`src/rtl/mem_ctrl_pkg.sv`:
```
// Shared definitions for the MEM-stage load/store controller:
// op codes, request size codes, FSM states and common bus constants.
package mem_ctrl_pkg;

    localparam int unsigned RegBus     = 32;
    localparam int unsigned RegAddrBus = 5;
    localparam logic [31:0] ZeroWord   = 32'h0000_0000;
    localparam logic        RstEnable  = 1'b1;

    localparam logic [3:0] MEM_NONE = 4'd0;
    localparam logic [3:0] MEM_LB   = 4'd1;
    localparam logic [3:0] MEM_LH   = 4'd2;
    localparam logic [3:0] MEM_LW   = 4'd3;
    localparam logic [3:0] MEM_LBU  = 4'd4;
    localparam logic [3:0] MEM_LHU  = 4'd5;
    localparam logic [3:0] MEM_SB   = 4'd6;
    localparam logic [3:0] MEM_SH   = 4'd7;
    localparam logic [3:0] MEM_SW   = 4'd8;

    localparam logic [1:0] SIZE_NONE = 2'b00;
    localparam logic [1:0] SIZE_B    = 2'b01;
    localparam logic [1:0] SIZE_H    = 2'b10;
    localparam logic [1:0] SIZE_W    = 2'b11;

    typedef enum logic [1:0] {
        StIdle = 2'd0,
        StBusy = 2'd1,
        StDone = 2'd2
    } mem_state_e;

    function automatic logic op_is_load(input logic [3:0] op);
        return (op >= MEM_LB) && (op <= MEM_LHU);
    endfunction

    function automatic logic op_is_store(input logic [3:0] op);
        return (op >= MEM_SB) && (op <= MEM_SW);
    endfunction

    // Codes 9-15 fall into the default and behave as NONE.
    function automatic logic [1:0] op_size(input logic [3:0] op);
        logic [1:0] size;
        case (op)
            MEM_LB, MEM_LBU, MEM_SB: size = SIZE_B;
            MEM_LH, MEM_LHU, MEM_SH: size = SIZE_H;
            MEM_LW, MEM_SW:          size = SIZE_W;
            default:                 size = SIZE_NONE;
        endcase
        return size;
    endfunction

endpackage

```
`src/rtl/mem_ctrl_load_ext.sv`:
```
// Sign/zero extension of the raw buffer data according to the load op.
module load_ext
    import mem_ctrl_pkg::*;
(
    input  logic [3:0]  op,
    input  logic [31:0] raw,
    output logic [31:0] ext
);

    always_comb begin
        ext = raw;
        case (op)
            MEM_LB:  ext = {{24{raw[7]}}, raw[7:0]};
            MEM_LBU: ext = {24'h0, raw[7:0]};
            MEM_LH:  ext = {{16{raw[15]}}, raw[15:0]};
            MEM_LHU: ext = {16'h0, raw[15:0]};
            default: ext = raw;
        endcase
    end

endmodule

```
`src/rtl/mem_ctrl.sv`:
```
// MEM-stage load/store controller: issues held size-coded requests to the
// byte-serial buffer, stalls the pipeline while in flight, extends load data.
module mem_ctrl
    import mem_ctrl_pkg::*;
#(
    parameter int unsigned ADDR_W = 17
) (
    input  logic              clk,
    input  logic              rst,
    input  logic [3:0]        mem_op_i,
    input  logic [31:0]       mem_addr_i,
    input  logic [31:0]       store_data_i,
    input  logic [4:0]        wd_i,
    input  logic              wreg_i,
    input  logic [31:0]       wdata_i,
    output logic [1:0]        mem_read_req,
    output logic [1:0]        mem_write_req,
    output logic [ADDR_W-1:0] mem_addr_o,
    output logic [31:0]       mem_write_data,
    input  logic [31:0]       mem_data_i,
    input  logic              mem_data_enable,
    output logic              stall_req,
    output logic [4:0]        wd_o,
    output logic              wreg_o,
    output logic [31:0]       wdata_o
);

    mem_state_e        state_q, state_d;
    logic [3:0]        op_q;
    logic [4:0]        wd_q;
    logic              wreg_q;
    logic [31:0]       load_data_q;
    logic [1:0]        read_req_q, write_req_q;
    logic [ADDR_W-1:0] addr_q;
    logic [31:0]       write_data_q;
    logic [31:0]       load_ext_data;
    logic              is_mem_op;

    logic unused_addr_hi;
    assign unused_addr_hi = ^mem_addr_i[31:ADDR_W];

    assign is_mem_op = op_is_load(mem_op_i) || op_is_store(mem_op_i);

    load_ext u_load_ext (
        .op  (op_q),
        .raw (mem_data_i),
        .ext (load_ext_data)
    );

    always_ff @(posedge clk) begin
        if (rst == RstEnable) begin
            state_q      <= StIdle;
            op_q         <= MEM_NONE;
            wd_q         <= '0;
            wreg_q       <= 1'b0;
            load_data_q  <= ZeroWord;
            read_req_q   <= SIZE_NONE;
            write_req_q  <= SIZE_NONE;
            addr_q       <= '0;
            write_data_q <= ZeroWord;
        end else begin
            state_q <= state_d;
            case (state_q)
                StIdle: begin
                    if (is_mem_op) begin
                        read_req_q  <= op_is_load(mem_op_i) ? op_size(mem_op_i) : SIZE_NONE;
                        write_req_q <= op_is_store(mem_op_i) ? op_size(mem_op_i) : SIZE_NONE;
                        addr_q      <= mem_addr_i[ADDR_W-1:0];
                        op_q        <= mem_op_i;
                        wd_q        <= wd_i;
                        wreg_q      <= wreg_i;
                        if (op_is_store(mem_op_i)) begin
                            write_data_q <= store_data_i;
                        end
                    end
                end
                StBusy: begin
                    // Drop requests on the completing edge so fetch never sees a stale one.
                    if (mem_data_enable) begin
                        load_data_q <= load_ext_data;
                        read_req_q  <= SIZE_NONE;
                        write_req_q <= SIZE_NONE;
                    end
                end
                default: ;
            endcase
        end
    end

    always_comb begin
        state_d   = state_q;
        stall_req = 1'b0;
        wd_o      = wd_i;
        wreg_o    = wreg_i;
        wdata_o   = wdata_i;
        case (state_q)
            StIdle: begin
                if (is_mem_op) begin
                    stall_req = 1'b1;
                    wreg_o    = 1'b0;
                    wdata_o   = ZeroWord;
                    state_d   = StBusy;
                end
            end
            StBusy: begin
                stall_req = 1'b1;
                wd_o      = wd_q;
                wreg_o    = 1'b0;
                wdata_o   = ZeroWord;
                if (mem_data_enable) begin
                    state_d = StDone;
                end
            end
            StDone: begin
                wd_o    = wd_q;
                wreg_o  = op_is_load(op_q) && wreg_q;
                wdata_o = op_is_load(op_q) ? load_data_q : ZeroWord;
                state_d = StIdle;
            end
            default: state_d = StIdle;
        endcase
        // Write-back and stall are held quiet for the whole reset cycle.
        if (rst == RstEnable) begin
            stall_req = 1'b0;
            wd_o      = '0;
            wreg_o    = 1'b0;
            wdata_o   = ZeroWord;
        end
    end

    assign mem_read_req   = read_req_q;
    assign mem_write_req  = write_req_q;
    assign mem_addr_o     = addr_q;
    assign mem_write_data = write_data_q;

endmodule
```
`config.mk`:
```
export PLATFORM = sky130hd
export DESIGN_NAME = mem_ctrl
export DESIGN_NICKNAME = d
export VERILOG_FILES = /design/src/rtl/mem_ctrl_pkg.sv /design/src/rtl/mem_ctrl_load_ext.sv /design/src/rtl/mem_ctrl.sv
export SDC_FILE = /design/constraint.sdc
export NUM_CORES = 1
export LEC_CHECK = 0
export ABC_AREA = 1
export BUFFER_PORTS_ARGS = -buffer_cell sky130_fd_sc_hd__buf_2
export CAP_MARGIN = 20
export CORE_MARGIN = 2
export CORE_UTILIZATION = 50
export DETAILED_ROUTE_END_ITERATION = 8
export GPL_ROUTABILITY_DRIVEN = 0
export HOLD_SLACK_MARGIN = 0.06
export PLACE_DENSITY = 0.85
export SYNTH_ARGS = -nofsm -noshare
export SYNTH_HDL_FRONTEND = slang
export SYNTH_HIERARCHICAL = 1
export SYNTH_SLANG_ARGS = --single-unit
```
`constraint.sdc`:
```
create_clock -name clk -period 4.1 [get_ports clk]
set_clock_uncertainty 0.2 [all_clocks]
set_input_delay 0 -clock clk [delete_from_list [all_inputs] [get_ports clk]]
set_output_delay 0 -clock clk [all_outputs]
set_load 0.01 [all_outputs]
```
==> results.sh <==
export IMPL_outcome="complete, no violations"
export IMPL_grt_overflow=0
export IMPL_critPathLaunchType="flip-flop"
export IMPL_fin_crit_sh_pct=77.5
export IMPL_placementRows=36
export IMPL_wirelength_mm=16.4
export IMPL_antenna_left=0
export IMPL_holdWs_ns=0.127
export IMPL_reg2reg_slack_ns=1.81
export IMPL_tightest_slew_ns=1.02
export IMPL_vias=5736
export IMPL_drt_iter0_drc=346
export IMPL_fin_nets=1097
export IMPL_ys_types=32
export IMPL_synth_top_area_cell="dfxtp_1"
export IMPL_fin_setup_tns_ns=0
export IMPL_pin_count=233
export IMPL_start_util_pct=51.2
export IMPL_antenna_found_initial=0
export IMPL_post_dp_hpwl_mm=8.95
export IMPL_fin_area_um2=7120
export IMPL_n_fill_cell=730
export IMPL_maxCapViolations=0
export IMPL_ir_drop_mv=0.266
export IMPL_cts_made_buffers=9
export IMPL_crit_chain="ha_1, clkinv_1, nand2_4, nand2_1, a21oi_1, buf_2"
export IMPL_synth_cells=679
export IMPL_fin_ws_ns=0.923
export IMPL_grt_pass1_vias=5606
export IMPL_htreeDepth=3
export IMPL_hold_viol_final=0
export IMPL_cp_slowest_cell="nand2_4"
export IMPL_setup_viol=0
export IMPL_timing_fmax_ghz=0.315
export IMPL_relSlewSlack_pct=31.7
export IMPL_place_ws_ns=1.41
export IMPL_diodes=0
export IMPL_yosysSeqAreaShare_pct=39.0
export IMPL_core_area_um2=9730
export IMPL_clkTransAtPathRegs_ns=0.10
export IMPL_worstSetupPathType="flip-flop to primary output"
export IMPL_cp_arrival_ns=2.98
export IMPL_die_h_um=104
export IMPL_drive_gt1_share_pct=33.8
export IMPL_multi_input_area_um2=2460
export IMPL_grt_max_degree=82
export IMPL_drc=0
export IMPL_cts_num_sinks=97
export IMPL_rsz0062_at_grt="false"
export IMPL_critical_path_max_stage_delay_ns=0.76
export IMPL_grt_pass1_wl_mm=26.8
export IMPL_min_path_type="primary input to primary output"
export IMPL_wire_per_inst_um=15.0
export IMPL_drtPass1Iterations=5
export IMPL_synth_cell_area_um2=4980
export IMPL_end_kind="primary output"
export IMPL_syn_to_final_growth_pct=43.1
export IMPL_grt_util_all_layers_pct=30.1
export IMPL_dpl_cell_area_um2=5930
export IMPL_clock_path_buffers=2
export IMPL_seqCellArea_um2=1940
export IMPL_yosysWarnings=6
export IMPL_syn_avg_cell_area_um2=7.33
export IMPL_synth_area_top_cells="dfxtp_1 39%, a21oi_1 8.1%, o21ai_0 7.7%, nand2_1 5.7%, nor2_1 5.5%"
export IMPL_numPortBuffers=217
export IMPL_yosysTopAreaCellShare_pct=39.0
export IMPL_root_buffer="clkbuf_8"
export IMPL_synth_ff_latch_count=97
export IMPL_p_leak_nw=3.32
export IMPL_syn_nets=825
export IMPL_power_density_nw_per_um2=372
export IMPL_slew_viol_final=0
export IMPL_viasPerCell=5.27
export IMPL_cts_resized=0
export IMPL_die_width_um=104
export IMPL_insertion_delay_ns=0.36
export IMPL_critPathRequiredTime_ns=3.90
export IMPL_tritoncts="yes"
export IMPL_power_w=0.00265
export IMPL_period_minus_slack_ns=3.18
export IMPL_cp_max_fo=34
export IMPL_die_area_um2=10800
Yosys cell counts:
cell type / instances
dfxtp_1: 97
a21oi_1: 81
o21ai_0: 77
nand2_1: 76
nor2_1: 73
inv_1: 57
nand2_2: 37
nand4_1: 35
nand3_1: 32
clkbuf_1: 26
a21oi_2: 20
buf_2: 11
buf_4: 11
nand2_4: 9
ha_1: 5
buf_6: 4
inv_2: 3
buf_1: 2
buf_8: 2
clkbuf_2: 2
nand3_2: 2
nand3_4: 2
nor2_2: 2
nor2_4: 2
nor3b_1: 2
o21ai_1: 2
or2_2: 2
buf_12: 1
clkinv_1: 1
nor2_8: 1
nor3_1: 1
o21ai_2: 1
final timing paths:
| path | from | endpoint | depth (start not counted) |
|---|---|---|---|
| setup / recovery | state_q[0] | wdata_o[19] | 6 |
| hold reg to reg | mem_write_data[0] | mem_write_data[0] | 2 |
| setup reg to reg | state_q[0] | load_data_q[4] | 6 |
| hold / removal | wdata_i[13] | wdata_o[13] | 4 |
kinds of logic (layout without fill, tap and decap cells):
family	Yosys count	count (layout)	share of synthesized area, %
AO/OA/AOI/OAI	181	181	19.8
adder cells (fa/ha/maj)	5	5	1.26
buffers and inverters	120	397	11.6
flip-flops	97	97	39.0
AND/OR/NAND/NOR	276	276	28.4
state kept, by name, indices dropped and copies added (netlist names):
name            count
mem_write_data     32
mem_addr_o         17
wreg_q              1
state_q             2
wd_q                5
op_q                4
mem_read_req        2
mem_write_req       2
load_data_q        32
final cells by class:
type | count | share of cell area (%)
clock inverters | 6 | 1.04
clock buffers | 10 | 1.93
inverters | 61 | 3.21
flip-flops and latches | 97 | 27.3
multi-input cells | 462 | 34.6
well taps | 133 | 2.34
repair buffers | 320 | 29.6
metal layers:
metal  vias to the layer above  part of all wire [%]  GRT usage, %
met5                         -                     0             0
met4                         0                   3.6          13.9
met3                        56                   8.0          7.43
met2                       302                    50          51.9
met1                      2608                    39          35.2
li1                       2770                     -             -
per-stage QoR:
step | utilization [%] | std cells
after global placement | 61.0 | 976
final | 73.2 | 1089
after floorplan | - | 679
after global routing | 73.2 | 1089
after CTS | 72.9 | 1087
after detailed placement | 61.0 | 976
what timing repair did:
item,4_1_cts,5_1_grt
endpoints found under the hold margin,97,13
hold buffers,95,1
buffers inserted,0,0
critical path, delay by kind of cell, from the launching register on:
family	cells	cell delay, ns
fa+ha+maj	1	0.19
buf+inv	2	0.91
compound gates	1	0.18
simple gates	2	0.88
flops	1	0.44
cell usage in the layout (no fill, tap or decap), types with 35 or more instances in the layout:
cell type / netlist / final
o21ai_0: 77 / 77
nand2_2: 37 / 37
a21oi_1: 81 / 81
nor2_1: 73 / 72
inv_1: 57 / 56
buf_2: 11 / 217
dlygate4sd3_1: 0 / 96
nand2_1: 76 / 76
nand4_1: 35 / 35
dfxtp_1: 97 / 97
report_power, final:
part	leakage, nW	internal [W]	total [W]	switching [W]
clock	0.107	0.000309	0.000666	0.000357
combinational	2.41	0.000342	0.000868	0.000526
sequential	0.798	0.00105	0.00112	0.0000648
Power figures use the tool's default switching activity.
